`config.mk`:
```
export PLATFORM = sky130hd
export DESIGN_NAME = demux_registrador
export DESIGN_NICKNAME = d
export VERILOG_FILES = /design/src/rtl/demux_registrador_pkg.sv /design/src/rtl/demux_registrador_contador.sv /design/src/rtl/demux_registrador.sv
export SDC_FILE = /design/constraint.sdc
export NUM_CORES = 1
export LEC_CHECK = 0
export ABC_CLOCK_PERIOD_IN_PS = 2850
export CORE_AREA = 3 3 49 62
export DETAILED_ROUTE_END_ITERATION = 8
export DIE_AREA = 0 0 52 65
export GPL_TIMING_DRIVEN = 0
export HOLD_SLACK_MARGIN = 0.12
export PLACE_DENSITY = 0.74
export SETUP_SLACK_MARGIN = 0.4
export SYNTH_ARGS = -nofsm -noshare
export SYNTH_HDL_FRONTEND = slang
export SYNTH_HIERARCHICAL = 1
export SYNTH_SLANG_ARGS = --single-unit
```
`constraint.sdc`:
```
create_clock -name clock -period 2.85 [get_ports clock]
set_input_delay 0.4275 -clock clock [delete_from_list [all_inputs] [get_ports clock]]
set_output_delay 0.4275 -clock clock [all_outputs]
set_load 0.005 [all_outputs]
```
`src/rtl/demux_registrador_pkg.sv`:
```
// Shared constants for the registered 1-to-N demultiplexer: default sizes,
// FSM state encoding and the all-slots-written mask.
package demux_pkg;

  localparam int DEF_N  = 4;
  localparam int DEF_W  = 4;
  localparam int DEF_SW = $clog2(DEF_N);

  localparam logic [0:0] ST_LIVRE = 1'b0;
  localparam logic [0:0] ST_CHEIO = 1'b1;

  // Wide all-ones mask; users slice the low N bits for their slot count.
  localparam logic [63:0] MASCARA_CHEIA = {64{1'b1}};

endpackage

```
`src/rtl/demux_registrador_contador.sv`:
```
// contador_mod_n: SW-bit wrap-around pointer with synchronous clear and enable,
// used as the sequential-mode write pointer of demux_registrador.
module contador_mod_n #(
  parameter int SW = 2
) (
  input  logic          clk,
  input  logic          rst_n,
  input  logic          clr,
  input  logic          en,
  output logic [SW-1:0] q
);

  logic [SW-1:0] cnt_d;
  logic [SW-1:0] cnt_q;

  // Modulus is 2**SW, so the natural overflow of the adder gives the wrap.
  always_comb begin
    cnt_d = cnt_q;
    if (clr) begin
      cnt_d = '0;
    end else if (en) begin
      cnt_d = cnt_q + SW'(1);
    end
  end

  always_ff @(posedge clk or negedge rst_n) begin
    if (!rst_n) begin
      cnt_q <= '0;
    end else begin
      cnt_q <= cnt_d;
    end
  end

  assign q = cnt_q;

endmodule

```
`src/rtl/demux_registrador.sv`:
```
// Registered 1-to-N demultiplexer storing words by direct address or auto-increment
// pointer. Optional eco/escrito outputs are enabled with DEMUX_REGISTRADOR_ECO_EN.
module demux_registrador
  import demux_pkg::*;
#(
  parameter int N  = DEF_N,
  parameter int W  = DEF_W,
  parameter int SW = DEF_SW
) (
  input  logic            clock,
  input  logic            reset,
  input  logic [W-1:0]    dado,
  input  logic [SW-1:0]   sel,
  input  logic            modo_seq,
  input  logic            escreve,
  input  logic            limpa,
  output logic [N*W-1:0]  saidas,
  output logic [N-1:0]    ocupados,
  output logic [SW-1:0]   ponteiro,
  output logic            cheio,
`ifdef DEMUX_REGISTRADOR_ECO_EN
  output logic [W-1:0]    eco,
  output logic            escrito,
`endif
  output logic            erro
);

  localparam logic [N-1:0] CHEIA = MASCARA_CHEIA[N-1:0];

  logic [N-1:0][W-1:0] slots_d, slots_q;
  logic [N-1:0]        ocupados_d, ocupados_q;
  logic [0:0]          estado_d, estado_q;
  logic                erro_d, erro_q;
  logic [SW-1:0]       ptr;
  logic [SW-1:0]       idx;
  logic                aceita;
  logic                rejeita;

  // A sequential write is refused once full; direct writes may always overwrite.
  assign aceita  = escreve && !limpa && (!modo_seq || (estado_q == ST_LIVRE));
  assign rejeita = escreve && !limpa && modo_seq && (estado_q == ST_CHEIO);
  assign idx     = modo_seq ? ptr : sel;

  always_comb begin
    slots_d    = slots_q;
    ocupados_d = ocupados_q;
    estado_d   = estado_q;
    erro_d     = rejeita;
    if (limpa) begin
      slots_d    = '0;
      ocupados_d = '0;
      estado_d   = ST_LIVRE;
    end else begin
      if (aceita) begin
        slots_d[idx]    = dado;
        ocupados_d[idx] = 1'b1;
      end
      if (ocupados_d == CHEIA) begin
        estado_d = ST_CHEIO;
      end
    end
  end

  always_ff @(posedge clock or negedge reset) begin
    if (!reset) begin
      slots_q    <= '0;
      ocupados_q <= '0;
      estado_q   <= ST_LIVRE;
      erro_q     <= 1'b0;
    end else begin
      slots_q    <= slots_d;
      ocupados_q <= ocupados_d;
      estado_q   <= estado_d;
      erro_q     <= erro_d;
    end
  end

  contador_mod_n #(
    .SW (SW)
  ) u_ponteiro (
    .clk   (clock),
    .rst_n (reset),
    .clr   (limpa),
    .en    (aceita && modo_seq),
    .q     (ptr)
  );

`ifdef DEMUX_REGISTRADOR_ECO_EN
  logic [W-1:0] eco_d, eco_q;
  logic         escrito_d, escrito_q;

  always_comb begin
    eco_d     = eco_q;
    escrito_d = aceita;
    if (limpa) begin
      eco_d = '0;
    end else if (aceita) begin
      eco_d = dado;
    end
  end

  always_ff @(posedge clock or negedge reset) begin
    if (!reset) begin
      eco_q     <= '0;
      escrito_q <= 1'b0;
    end else begin
      eco_q     <= eco_d;
      escrito_q <= escrito_d;
    end
  end

  assign eco     = eco_q;
  assign escrito = escrito_q;
`endif

  assign saidas   = slots_q;
  assign ocupados = ocupados_q;
  assign ponteiro = ptr;
  assign cheio    = (estado_q == ST_CHEIO);
  assign erro     = erro_q;

endmodule

```
==> results.py <==
metrics = {
    "status": {
        "status": "complete, no violations",
    },
    "global_route": {
        "grt_usage_pct": 16.1,
        "grt_pass1_wl_microns": 4180,
        "grt_remaining_overflow": 0,
        "grt_pass1_vias": 914,
        "grt_start_max_net_pins": 25,
        "antenna_found_initial": 0,
    },
    "sta": {
        "drv_slew": 0,
        "layout_min_cycle_time_ns": 1.81,
        "rsz0062_at_grt": "false",
        "max_freq_mhz": 552,
        "clock-skew-final_ns": 0.00468,
        "final_hold_viol_count": 0,
        "worstMarginPinSlew_ns": 1.04,
        "fin_crit_sh_pct": 63.5,
        "setup_viol": 0,
        "relSlewSlack_pct": 30.6,
        "tns_ns": 0,
    },
    "routing": {
        "drtIter0Drc": 10,
        "postRouteAntennaNets": 0,
        "drt_pass1_iterations": 4,
        "finalWirelength_microns": 2360,
        "wl_per_cell_microns": 14.1,
        "num_vias": 845,
        "via_per_inst": 5.06,
        "drc": 0,
    },
    "synthesis": {
        "synth_cell_types": 22,
        "synth_top_area_share_pct": 54.0,
        "ys_ff_latch": 24,
        "synth_commonest_cells": "nor2_1, dfrtp_1, mux2i_1, a21oi_1",
        "synth_ff_type": "dfrtp_1",
        "avgSynthCellArea_sq_um": 11.5,
        "synth.most_common_cell": "nor2_1",
        "synthTopCellsByArea": "dfrtp_1, mux2i_1, nor2_1, a211oi_4, a21oi_1",
        "synth-edff-count": 0,
        "netlist_area_sq_um": 1110,
        "synth-async-reset-ratio_pct": 100,
        "synth_top_area_cell": "dfrtp_1",
        "synth-seq-area-share_pct": 54.0,
        "syn_nets": 108,
        "yosysWarnings": 6,
        "synth_cells": 97,
    },
    "layout": {
        "final_core_util_pct": 62.0,
        "n_antenna_cell": 0,
        "drive_above_1_share_pct": 9.70,
        "area_delta_synth_final_pct": 38.1,
        "final_nets": 146,
    },
    "die": {
        "fp.dieArea_sq_um": 3380,
        "initial_utilization_pct": 44.9,
        "rows": 20,
        "io_pins": 35,
        "dieWidth_microns": 52,
        "core_sq_um": 2480,
        "die-height_microns": 65,
    },
    "cts": {
        "cts_tree": "done",
        "h-tree-depth": 1,
        "cts-buffers-inserted": 3,
        "max-clock-path-buffers": 2,
        "worstSkewPairLatency_ns": 0.30,
        "cts_setup_buffers": 0,
        "cts_resized": 0,
        "cts-root-buf": "clkbuf_4",
        "clkTransAtPathRegs_ns": 0.13,
        "clock-sinks": 24,
        "cts.hold.buffers_added": 0,
    },
    "worst_setup_path": {
        "cp.arrival_ns": 2.00,
        "worstSetupPathType": "input port to flop",
        "cp_max_fo": 7,
        "critPathCaptureType": "flop",
        "critPathLaunchType": "input port",
        "critical_path_required_ns": 3.04,
    },
    "run": {
        "maxCapViolations": 0,
    },
    "placement": {
        "gp_congestion": 0.851,
        "dp_hpwl_microns": 1780,
        "numPortBuffers": 33,
    },
    "pwr": {
        "power_density_nw_per_um2": 440,
        "peakVddDrop_uv": 302,
        "p_leak_nw": 0.680,
    },
    "worst_hold_path": {
        "min_path_type": "input port to flop",
    },
}
## worst max-delay path, cell delays in order
cell,delay [ns]
clkdlybuf4s50_1,0.55
nand2b_1,0.31
a211oi_4,0.42
mux2i_1,0.24
nor2_1,0.06
## final timing paths
| kind | startpoint | end | slack [ns] | cells after the start |
|---|---|---|---|---|
| setup reg to reg | cheio$_DFFE_PN0P_ | saidas[12]$_DFFE_PN0P_ | 1.14 | 4 |
| min in group asynchronous | reset | saidas[9]$_DFFE_PN0P_ | 0.67 | 1 |
| hold reg to reg | saidas[14]$_DFFE_PN0P_ | saidas[14]$_DFFE_PN0P_ | 0.54 | 2 |
| max in group asynchronous | reset | ocupados[3]$_DFF_PN0_ | 1.56 | 1 |
| hold / removal | modo_seq | erro$_DFF_PN0_ | 0.39 | 2 |
| setup / recovery | limpa | saidas[12]$_DFFE_PN0P_ | 1.04 | 5 |
## routing by layer
metal | GRT usage, % | wire length [microns] | vias up
met5 | 0 | 0 | -
met4 | 4.26 | 26 | 0
met3 | 2.99 | 116 | 4
met2 | 27.2 | 1170 | 27
met1 | 20.9 | 1050 | 413
li1 | - | - | 401
## per-stage QoR
| stage | instances | power [mW] | setup WS (ns) | hold WS [ns] | cell area, sq um |
|---|---|---|---|---|---|
| 2_1_floorplan | 97 | 0.397 | 1.27 | 0.132 | 1110 |
| 3_3_place_gp | 163 | 0.442 | 0.745 | 0.504 | 1480 |
| 3_5_place_dp | 163 | 0.443 | 0.704 | 0.515 | 1480 |
| 4_1_cts | 167 | 0.684 | 1.04 | 0.382 | 1540 |
| 5_1_grt | 167 | 0.711 | 0.980 | 0.373 | 1540 |
| 6_report | 167 | 0.676 | 1.04 | 0.390 | 1540 |
## report_power, final
| part | internal [mW] | leakage [nW] | switching (mW) |
|---|---|---|---|
| combinational | 0.0406 | 0.319 | 0.0416 |
| sequential | 0.348 | 0.333 | 0.00579 |
| clock | 0.142 | 0.0279 | 0.0985 |
| total | 0.530 | 0.680 | 0.146 |
## layout by cell type (no fill, tap or decap), types with 2 or more instances in the layout
master | synthesis | routed
nor2_1 | 26 | 26
clkdlybuf4s50_1 | 0 | 33
mux2i_1 | 16 | 16
clkbuf_1 | 2 | 2
inv_1 | 2 | 2
clkbuf_4 | 0 | 3
nand3b_1 | 2 | 2
nand2b_1 | 2 | 2
o211ai_2 | 2 | 2
dfrtp_1 | 24 | 24
a21oi_1 | 7 | 7
a211oi_4 | 2 | 2
## flip-flops by register name (all words and copies together) (netlist names)
name          count
cheio             1
erro              1
ocupados          4
saidas           16
u_ponteiro/q      2
## final cells by class
cell class	instances	area [sq um]
clock buffer	3	22.5
tap	33	41.3
sequential	24	601
inverter	2	7.51
timing repair buffer	33	330
clock inverter	1	30.0
multi-input combinational	68	485
buffer	3	18.8
fill	206	941
## cells by family after synthesis
family | after synthesis | share of synthesized area (%)
and+or+nand+nor | 34 | 13.4
DFF | 24 | 54.0
muxes | 19 | 18.0
AOI/OAI and AO/OA | 14 | 11.5
buffers and inverters | 5 | 2.36
xor gates and xnor gates | 1 | 0.788
(Power assumes the default switching activity.)
